**config.mk**
```make
export PLATFORM = sky130hd
export DESIGN_NAME = rc5_key_schedule_ctrl
export DESIGN_NICKNAME = d
export VERILOG_FILES = /design/src/rtl/rc5_key_schedule_ctrl.sv
export SDC_FILE = /design/constraint.sdc
export NUM_CORES = 1
export LEC_CHECK = 0
export ABC_AREA = 1
export CORE_MARGIN = 2
export CORE_UTILIZATION = 47
export DETAILED_ROUTE_END_ITERATION = 6
export GPL_TIMING_DRIVEN = 0
export PLACE_DENSITY = 0.89
export SYNTH_ARGS = -nofsm -noshare
export SYNTH_HDL_FRONTEND = slang
export SYNTH_SLANG_ARGS = --single-unit
```
**constraint.sdc**
```tcl
create_clock -name clk -period 4.5 [get_ports clk]
set_input_delay 0.45 -clock clk [delete_from_list [all_inputs] [get_ports clk]]
set_output_delay 0.45 -clock clk [all_outputs]
set_load 0.01 [all_outputs]
```
**src/rtl/rc5_key_schedule_ctrl.sv**
```systemverilog
// RC5 key-expansion sequencer: loads L, fills S with the P/Q progression,
// supervises the key mixer and hands the S read port to the cipher when done.
module rc5_key_schedule_ctrl #(
    parameter int            W           = 32,
    parameter int            C           = 4,
    parameter int            T           = 26,
    parameter logic [W-1:0]  P           = 32'hB7E15163,
    parameter logic [W-1:0]  Q           = 32'h9E3779B9,
    parameter int            MIX_TIMEOUT = 4095,
    parameter int            C_LENGTH    = $clog2(C),
    parameter int            T_LENGTH    = $clog2(T)
) (
    input  logic                clk,
    input  logic                rst,
    input  logic                iStart,
    input  logic                iKeyValid,
    input  logic [W-1:0]        iKeyWord,
    output logic                oKeyReady,
    output logic                oMixRst,
    output logic                oMixStart,
    input  logic                iMixDone,
    input  logic [T_LENGTH-1:0] iMixS_address,
    input  logic                iMixS_we,
    input  logic [W-1:0]        iMixS_data,
    input  logic [C_LENGTH-1:0] iMixL_address,
    input  logic                iMixL_we,
    input  logic [W-1:0]        iMixL_data,
    input  logic [T_LENGTH-1:0] iCipherS_address,
    output logic [T_LENGTH-1:0] oS_address,
    output logic                oS_we,
    output logic [W-1:0]        oS_wdata,
    output logic [C_LENGTH-1:0] oL_address,
    output logic                oL_we,
    output logic [W-1:0]        oL_wdata,
    output logic                oScheduleValid,
    output logic                oError
);

    localparam int CNT_W = ((T_LENGTH > C_LENGTH) ? T_LENGTH : C_LENGTH) + 1;
    localparam int TO_W  = $clog2(MIX_TIMEOUT + 1);

    typedef enum logic [2:0] {
        IDLE,
        LOAD_L,
        INIT_S,
        MIX_RST,
        MIX_START,
        MIX_RUN,
        READY
    } stateType;

    stateType          state;
    logic [CNT_W-1:0]  wordCnt;
    logic [TO_W-1:0]   timeoutCnt;
    logic [W-1:0]      acc;
    logic              keyReady;
    logic              mixRst;
    logic              mixStart;
    logic              scheduleValid;
    logic              error;
    logic              keyAccept;

    assign keyAccept = iKeyValid && keyReady;

    // Sequencer: a schedule may only be (re)started from IDLE or READY, so
    // a stray iStart while tables are being built cannot corrupt them.
    always_ff @(posedge clk) begin
        if (rst) begin
            state         <= IDLE;
            wordCnt       <= '0;
            timeoutCnt    <= '0;
            acc           <= P;
            keyReady      <= 1'b0;
            mixRst        <= 1'b0;
            mixStart      <= 1'b0;
            scheduleValid <= 1'b0;
            error         <= 1'b0;
        end else begin
            case (state)
                IDLE, READY: begin
                    if (iStart) begin
                        state         <= LOAD_L;
                        wordCnt       <= '0;
                        keyReady      <= 1'b1;
                        scheduleValid <= 1'b0;
                        error         <= 1'b0;
                    end
                end
                LOAD_L: begin
                    if (keyAccept) begin
                        if (wordCnt == CNT_W'(C - 1)) begin
                            state    <= INIT_S;
                            wordCnt  <= '0;
                            acc      <= P;
                            keyReady <= 1'b0;
                        end else begin
                            wordCnt <= wordCnt + 1'b1;
                        end
                    end
                end
                INIT_S: begin
                    acc <= acc + Q;
                    if (wordCnt == CNT_W'(T - 1)) begin
                        state   <= MIX_RST;
                        wordCnt <= '0;
                        mixRst  <= 1'b1;
                    end else begin
                        wordCnt <= wordCnt + 1'b1;
                    end
                end
                MIX_RST: begin
                    state    <= MIX_START;
                    mixRst   <= 1'b0;
                    mixStart <= 1'b1;
                end
                MIX_START: begin
                    state      <= MIX_RUN;
                    mixStart   <= 1'b0;
                    timeoutCnt <= '0;
                end
                MIX_RUN: begin
                    // Done wins over a timeout landing in the same cycle.
                    if (iMixDone) begin
                        state         <= READY;
                        scheduleValid <= 1'b1;
                    end else if (timeoutCnt == TO_W'(MIX_TIMEOUT)) begin
                        state <= IDLE;
                        error <= 1'b1;
                    end else begin
                        timeoutCnt <= timeoutCnt + 1'b1;
                    end
                end
                default: begin
                    state    <= IDLE;
                    keyReady <= 1'b0;
                    mixRst   <= 1'b0;
                    mixStart <= 1'b0;
                end
            endcase
        end
    end

    // RAM port ownership follows the state: controller, mixer or cipher.
    always_comb begin
        oS_address = '0;
        oS_we      = 1'b0;
        oS_wdata   = '0;
        oL_address = '0;
        oL_we      = 1'b0;
        oL_wdata   = '0;
        case (state)
            LOAD_L: begin
                if (keyAccept) begin
                    oL_we      = 1'b1;
                    oL_address = wordCnt[C_LENGTH-1:0];
                    oL_wdata   = iKeyWord;
                end
            end
            INIT_S: begin
                oS_we      = 1'b1;
                oS_address = wordCnt[T_LENGTH-1:0];
                oS_wdata   = acc;
            end
            MIX_RUN: begin
                oS_address = iMixS_address;
                oS_we      = iMixS_we;
                oS_wdata   = iMixS_data;
                oL_address = iMixL_address;
                oL_we      = iMixL_we;
                oL_wdata   = iMixL_data;
            end
            READY: begin
                oS_address = iCipherS_address;
            end
            default: begin
                oS_we = 1'b0;
            end
        endcase
    end

    assign oKeyReady      = keyReady;
    assign oMixRst        = mixRst;
    assign oMixStart      = mixStart;
    assign oScheduleValid = scheduleValid;
    assign oError         = error;

endmodule

```
==> results of run 1 <==
## power by group through the flow
stage                     clock [W]  sequential [W]  combinational [W]
after floorplan                   0        0.000753            0.00116
after global placement            0        0.000783            0.00176
after detailed placement          0        0.000786            0.00179
after CTS                  0.000484        0.000776            0.00179
after global routing       0.000510        0.000799            0.00203
final                      0.000480        0.000782            0.00183
## kinds of logic (layout without fill, tap and decap cells)
| kind of cell | after synthesis | in the layout | synth area share |
|---|---|---|---|
| flops | 58 | 58 | 0.2501 |
| fa+ha+maj | 9 | 9 | 0.02426 |
| xor+xnor | 2 | 2 | 0.003774 |
| buf+inv | 121 | 328 | 0.1102 |
| simple gates | 457 | 457 | 0.4148 |
| compound gates | 151 | 151 | 0.1968 |
## Yosys cell counts (2+ instances only)
master    instances  area (sq um)
o211ai_1          8         60.06
buf_6             4         45.04
a21oi_1          32         160.2
a22oi_1          34         255.2
nand4_1          15         93.84
dfxtp_1          58          1161
inv_1            84         315.3
ha_1              9         112.6
nand2_1         212         795.8
inv_4             2         12.51
buf_4             2         15.01
clkbuf_1         12         45.04
nor2_1          132         495.5
nor2_2            5         31.28
buf_2            12         60.06
nand3_1          63         315.3
nand2_2           6         37.54
nor3_1           16         80.08
o21ai_1           3         15.01
a31oi_1           6         37.54
inv_2             4         15.01
o21ai_0          58         290.3
o21ai_2           2         17.52
## cell usage in the layout (no fill, tap or decap), types with 2 or more instances in the layout
| cell type | count |
|---|---|
| a21oi_1 | 32 |
| a22oi_1 | 34 |
| a31oi_1 | 6 |
| buf_2 | 12 |
| buf_4 | 2 |
| buf_6 | 4 |
| clkbuf_1 | 14 |
| clkbuf_8 | 10 |
| clkdlybuf4s50_1 | 192 |
| clkinv_2 | 2 |
| dfxtp_1 | 58 |
| ha_1 | 9 |
| inv_1 | 84 |
| inv_2 | 4 |
| inv_4 | 2 |
| nand2_1 | 212 |
| nand2_2 | 6 |
| nand3_1 | 63 |
| nand4_1 | 15 |
| nor2_1 | 132 |
| nor2_2 | 5 |
| nor3_1 | 16 |
| o211ai_1 | 8 |
| o21ai_0 | 58 |
| o21ai_1 | 3 |
| o21ai_2 | 2 |
## routing by layer
layer,wire (microns),GRT usage,vias to the layer above,share of wire
met5,0,0,-,0
met4,338,0.09312,0,0.020
met3,1403,0.06317,33,0.084
met2,7455,0.4809,282,0.45
met1,7535,0.4357,2706,0.45
li1,-,-,3022,-
## worst min-delay path, cell delays in order, from the launching register on
cell and delay (ps):
dfxtp_1 330, nand2_1 50, nand3_1 50
## state kept, by name (all words and copies together), names as in the netlist
register	cells
oError	1
state	3
oScheduleValid	1
oKeyReady	1
timeoutCnt	12
acc	32
oMixRst	1
oMixStart	1
wordCnt	6
## layout make-up
class	count	area (sq um)	area share
timing repair buffer	192	1922	0.2779
clock inverter	3	40.04	0.005790
buffer	30	165.2	0.02388
multi-input combinational	619	2969	0.4293
inverter	91	346.6	0.05012
sequential	58	1161	0.1679
tap	133	166.4	0.02406
clock buffer	12	145.1	0.02099
## stage by stage
stage / cell area [sq um] / cells / util
2_1_floorplan: 4642 / 798 / -
3_3_place_gp: 6730 / 1123 / 0.6950
3_5_place_dp: 6730 / 1123 / 0.6950
4_1_cts: 6915 / 1138 / 0.7141
5_1_grt: 6915 / 1138 / 0.7141
6_report: 6915 / 1138 / 0.7141
## final timing paths
| kind | slack [ps] | start | to | cells past startpoint |
|---|---|---|---|---|
| worst max-delay path | 1210 | state[0] | oS_address[0] | 8 |
| worst min-delay path | 460 | acc[31] | acc[31] | 2 |
| worst max register to register | 2340 | state[0] | acc[7] | 14 |
| worst min register to register | 460 | acc[31] | acc[31] | 2 |
==> impl_metrics.env, run 1 <==
export IMPL_grt_total_usage=0.3105
export IMPL_gp_congestion=0.9880
export IMPL_nets=1125
export IMPL_cts_buffers=9
export IMPL_whs_ps=455.3
export IMPL_cts_resized_gates=0
export IMPL_cts_sinks=58
export IMPL_max_vdd_ir_drop_mv=0.2870
export IMPL_layout_setup_ws_ps=1206
export IMPL_syn_instance_count=798
export IMPL_p_per_area_nw_per_um2=447.3
export IMPL_drt_total_wl_mm=16.73
export IMPL_seqPwrFrac=0.253
export IMPL_setup_viol=0
export IMPL_clk_latency_ps=350
export IMPL_grt_pass1_wl_mm=25.84
export IMPL_required_ps=4050
export IMPL_rows=36
export IMPL_synthesis_nets=922
export IMPL_p_clk_frac=0.155
export IMPL_yosysSeqAreaShare=0.2501
export IMPL_cts_tree="yes"
export IMPL_crit_path_end_kind="primary output"
export IMPL_skew_ps=12.70
export IMPL_ys_ff_latch=58
export IMPL_cp_start_kind="flip-flop"
export IMPL_gr_total_overflow=0
export IMPL_hpwl_mm=13.11
export IMPL_ys_flop_type="dfxtp_1"
export IMPL_synth_edf_count=0
export IMPL_synth_cell_type_count=42
export IMPL_die_w_microns=103.4
export IMPL_die_y_microns=103.4
export IMPL_io_pins=193
export IMPL_status="complete, no violations"
export IMPL_intPower_w=0.001594
export IMPL_worstHoldPathType="flip-flop to flip-flop"
export IMPL_switching_share=0.4846
export IMPL_cp_slowest_cell="clkbuf_1"
export IMPL_fill_cells=879
export IMPL_drive_gt1_frac=0.05672
export IMPL_drv_cap=0
export IMPL_drc_errors=0
export IMPL_cts_root_buf="clkbuf_8"
export IMPL_worstMarginPinSlew_ps=691.6
export IMPL_slowest_delay_ps=560
export IMPL_grt_setup_unrepaired="no"
export IMPL_critPathTopFamily="buffers and inverters"
export IMPL_max_freq_mhz=303.6
export IMPL_crit_arrival_ps=2840
export IMPL_crit_fanout=10
export IMPL_post_cts_buffers=0
export IMPL_synth_avg_cell_area_sq_um=5.817
export IMPL_areaGrowthSynthToFinish_pct=48.98
export IMPL_path_buf_inv=5
export IMPL_critPathKind="flip-flop to primary output"
export IMPL_slew_headroom=0.5389
export IMPL_comb_power_share=0.592
export IMPL_dr_pass1_iters=6
export IMPL_min_period_ps=3294
export IMPL_crit_chain="inv_1 > ha_1 > inv_2 > nor2_8 > inv_4 > clkbuf_1 > o211ai_1 > clkdlybuf4s50_1"
export IMPL_vias=6043
export IMPL_clk_pin_slew_ps=70
export IMPL_leakage_nw=2.776
export IMPL_start_util=0.4793
export IMPL_grt_pass1_vias=5300
export IMPL_tns_ps=0
export IMPL_finalPower_w=0.003093
export IMPL_clockBufferDepth=2
export IMPL_htreeDepth=3
export IMPL_core_area_sq_um=9684
export IMPL_grt_start_max_net_pins=11
export IMPL_post_route_period_util=0.7319
export IMPL_wire_per_inst_microns=14.70
export IMPL_cts_hold_buf=0
export IMPL_drt_iter0_drc=477
export IMPL_syn_area_sq_um=4642
export IMPL_viasPerCell=5.310
export IMPL_antenna_cells=0
export IMPL_dieArea_sq_um=10690
export IMPL_finalHoldViolCount=0
export IMPL_ant_nets=0
export IMPL_synth_warnings=0
export IMPL_dp_slack_ps=1560
export IMPL_antenna_found_initial=0
export IMPL_drv_slew=0
export IMPL_p_sw_w=0.001499
export IMPL_synthArstFlopShare=0
export IMPL_port_buffer_count=192
Power figures use the tool's default switching activity.
==> inputs of run 2 (changes only) <==
--- a/config.mk
+++ b/config.mk
@@ -7,10 +7,10 @@
 export LEC_CHECK = 0
 export ABC_AREA = 1
 export CORE_MARGIN = 2
-export CORE_UTILIZATION = 47
+export CORE_UTILIZATION = 40
 export DETAILED_ROUTE_END_ITERATION = 6
 export GPL_TIMING_DRIVEN = 0
-export PLACE_DENSITY = 0.89
+export PLACE_DENSITY = 0.81
 export SYNTH_ARGS = -nofsm -noshare
 export SYNTH_HDL_FRONTEND = slang
 export SYNTH_SLANG_ARGS = --single-unit
==> constraint.sdc (replaced) <==
create_clock -name clk -period 2.8 [get_ports clk]
set_input_delay 0.28 -clock clk [delete_from_list [all_inputs] [get_ports clk]]
set_output_delay 0.28 -clock clk [all_outputs]
set_load 0.01 [all_outputs]
==> impl_metrics.env, run 2 (same netlist as run 1, synthesis figures left out) <==
export IMPL_io_pins=193
export IMPL_finalHoldViolCount=0
export IMPL_clk_latency_ps=330
export IMPL_clockBufferDepth=2
export IMPL_die_w_microns=111.7
export IMPL_dr_pass1_iters=5
export IMPL_grt_start_max_net_pins=11
export IMPL_clk_pin_slew_ps=50
export IMPL_rows=39
export IMPL_place_area_sq_um=6743
export IMPL_largest_register_ffs=32
export IMPL_setup_viol=0
export IMPL_cp_start_kind="flip-flop"
export IMPL_critPathKind="flip-flop to primary output"
export IMPL_cp_slowest_cell="clkdlybuf4s50_1"
export IMPL_wire_per_inst_microns=14.89
export IMPL_cts_root_buf="clkbuf_16"
export IMPL_hpwl_mm=13.19
export IMPL_drt_iter0_drc=536
export IMPL_busiest_layer="met2"
export IMPL_required_ps=2520
export IMPL_worstHoldPathType="flip-flop to flip-flop"
export IMPL_cts_tree="yes"
export IMPL_status="complete, no violations"
export IMPL_worstMarginPinSlew_ps=518.6
export IMPL_grt_pass1_vias=5499
export IMPL_drc_errors=0
export IMPL_layoutNonFillerInstCount=1146
export IMPL_path_buf_inv=5
export IMPL_antenna_found_initial=0
export IMPL_areaGrowthSynthToFinish_pct=52.16
export IMPL_utilization=0.6212
export IMPL_slew_headroom=0.6543
export IMPL_drt_total_wl_mm=17.06
export IMPL_port_buffer_count=192
export IMPL_min_period_ps=2679
export IMPL_grtUsageMet2=0.4137
export IMPL_drv_slew=0
export IMPL_critPathTopFamily="buffers and inverters"
export IMPL_grt_setup_unrepaired="no"
export IMPL_start_util=0.4083
export IMPL_stdcell_area_sq_um=7063
export IMPL_leakage_nw=2.898
export IMPL_drv_cap=0
export IMPL_mostFrequentLayoutCell="nand2_1"
export IMPL_core_area_sq_um=11370
export IMPL_top_regs="acc (32), timeoutCnt (12), wordCnt (6)"
export IMPL_multi_input_area_sq_um=2977
export IMPL_p_per_area_nw_per_um2=737.1
export IMPL_max_freq_mhz=373.3
export IMPL_ant_nets=0
export IMPL_antenna_cells=0
export IMPL_post_route_period_util=0.9566
export IMPL_max_vdd_ir_drop_mv=0.4649
export IMPL_crit_path_end_kind="primary output"
export IMPL_tns_ps=0
export IMPL_dieArea_sq_um=12480
export IMPL_crit_fanout=10
export IMPL_skew_ps=5.135
export IMPL_grt_total_usage=0.2661
export IMPL_crit_arrival_ps=2400
export IMPL_cts_buffers=9
export IMPL_slowest_delay_ps=590
export IMPL_whs_ps=455.2
export IMPL_layout_common_cells="211 x nand2_1, 188 x clkdlybuf4s50_1, 132 x nor2_1, 84 x inv_1, 63 x nand3_1"
export IMPL_cts_sinks=58
export IMPL_grt_pass1_wl_mm=27.17
export IMPL_viasPerCell=5.284
export IMPL_largest_register="acc"
export IMPL_htreeDepth=3
export IMPL_crit_chain="inv_1 > ha_1 > inv_2 > nor2_8 > inv_4 > buf_2 > o211ai_1 > clkdlybuf4s50_1"
export IMPL_grtUsageMet3=0.04464
export IMPL_placed_cells=1133
export IMPL_gp_congestion=0.9648
export IMPL_drive_gt1_frac=0.06481
export IMPL_met1_usage=0.3721
export IMPL_die_y_microns=111.7
export IMPL_nets=1125
export IMPL_seq_area_sq_um=1164
export IMPL_fill_cells=1088
export IMPL_gr_total_overflow=0
export IMPL_vias=6055
[run 2: cell types whose count changed in the layout (fill, tap and decap cells not counted), sizes merged]
| cell | delta |
|---|---|
| clkdlybuf4s50 | -4 |
| dlymetal6s2s | +4 |
| bufinv | -1 |
| clkbuf | +1 |
| clkinv | -2 |
[run 2: report_power, final]
part | leakage [nW] | internal, W | total (W) | switching (W)
Sequential | 0.473 | 0.00104 | 0.00126 | 0.000213
Combinational | 2.30 | 0.00111 | 0.00295 | 0.00184
Clock | 0.128 | 0.000632 | 0.00100 | 0.000370
Total | 2.90 | 0.00278 | 0.00521 | 0.00242
[run 2: what timing repair did]
action / in CTS / in global routing
pin swaps: 0 / 1
endpoints found under the setup margin: 66 / 57
hold buffers: 0 / 0
buffers inserted: 1 / 0
gates cloned: 0 / 0
resized for setup: 11 / 19
[run 2: worst min-delay path, stage by stage (launching register included)]
cell	delay (ps)
dfxtp_1	320
nand2_1	50
nand3_1	50
[run 2: area by class of cell]
class	count	share of cell area
Inverter	91	0.04907
Multi-Input combinational cell	619	0.4214
Tap cell	143	0.02533
Sequential cell	58	0.1647
Timing Repair Buffer	193	0.2746
Clock buffer	13	0.03685
Buffer	29	0.02799
[run 2: layer usage]
| metal | routed length, microns | vias up |
|---|---|---|
| met2 | 7729 | 210 |
| met3 | 1149 | 40 |
| met5 | 0 | - |
| li1 | - | 3040 |
| met1 | 7761 | 2765 |
| met4 | 420 | 0 |
[run 2: path summary, 6_finish.rpt]
path / from / end / slack (ps) / depth (start not counted)
setup reg to reg: state[0] / acc[2] / 730 / 14
hold / removal: acc[31] / acc[31] / 460 / 2
setup / recovery: state[0] / oS_address[0] / 120 / 8
hold reg to reg: acc[31] / acc[31] / 460 / 2
[run 2: through the flow]
step	worst slack, ps	power [W]
floorplan	1069	0.003081
finish	121.4	0.005206
global route	7.641	0.005601
global placement	137.4	0.004112
detailed placement	135.9	0.004140
CTS	-1.819	0.005167
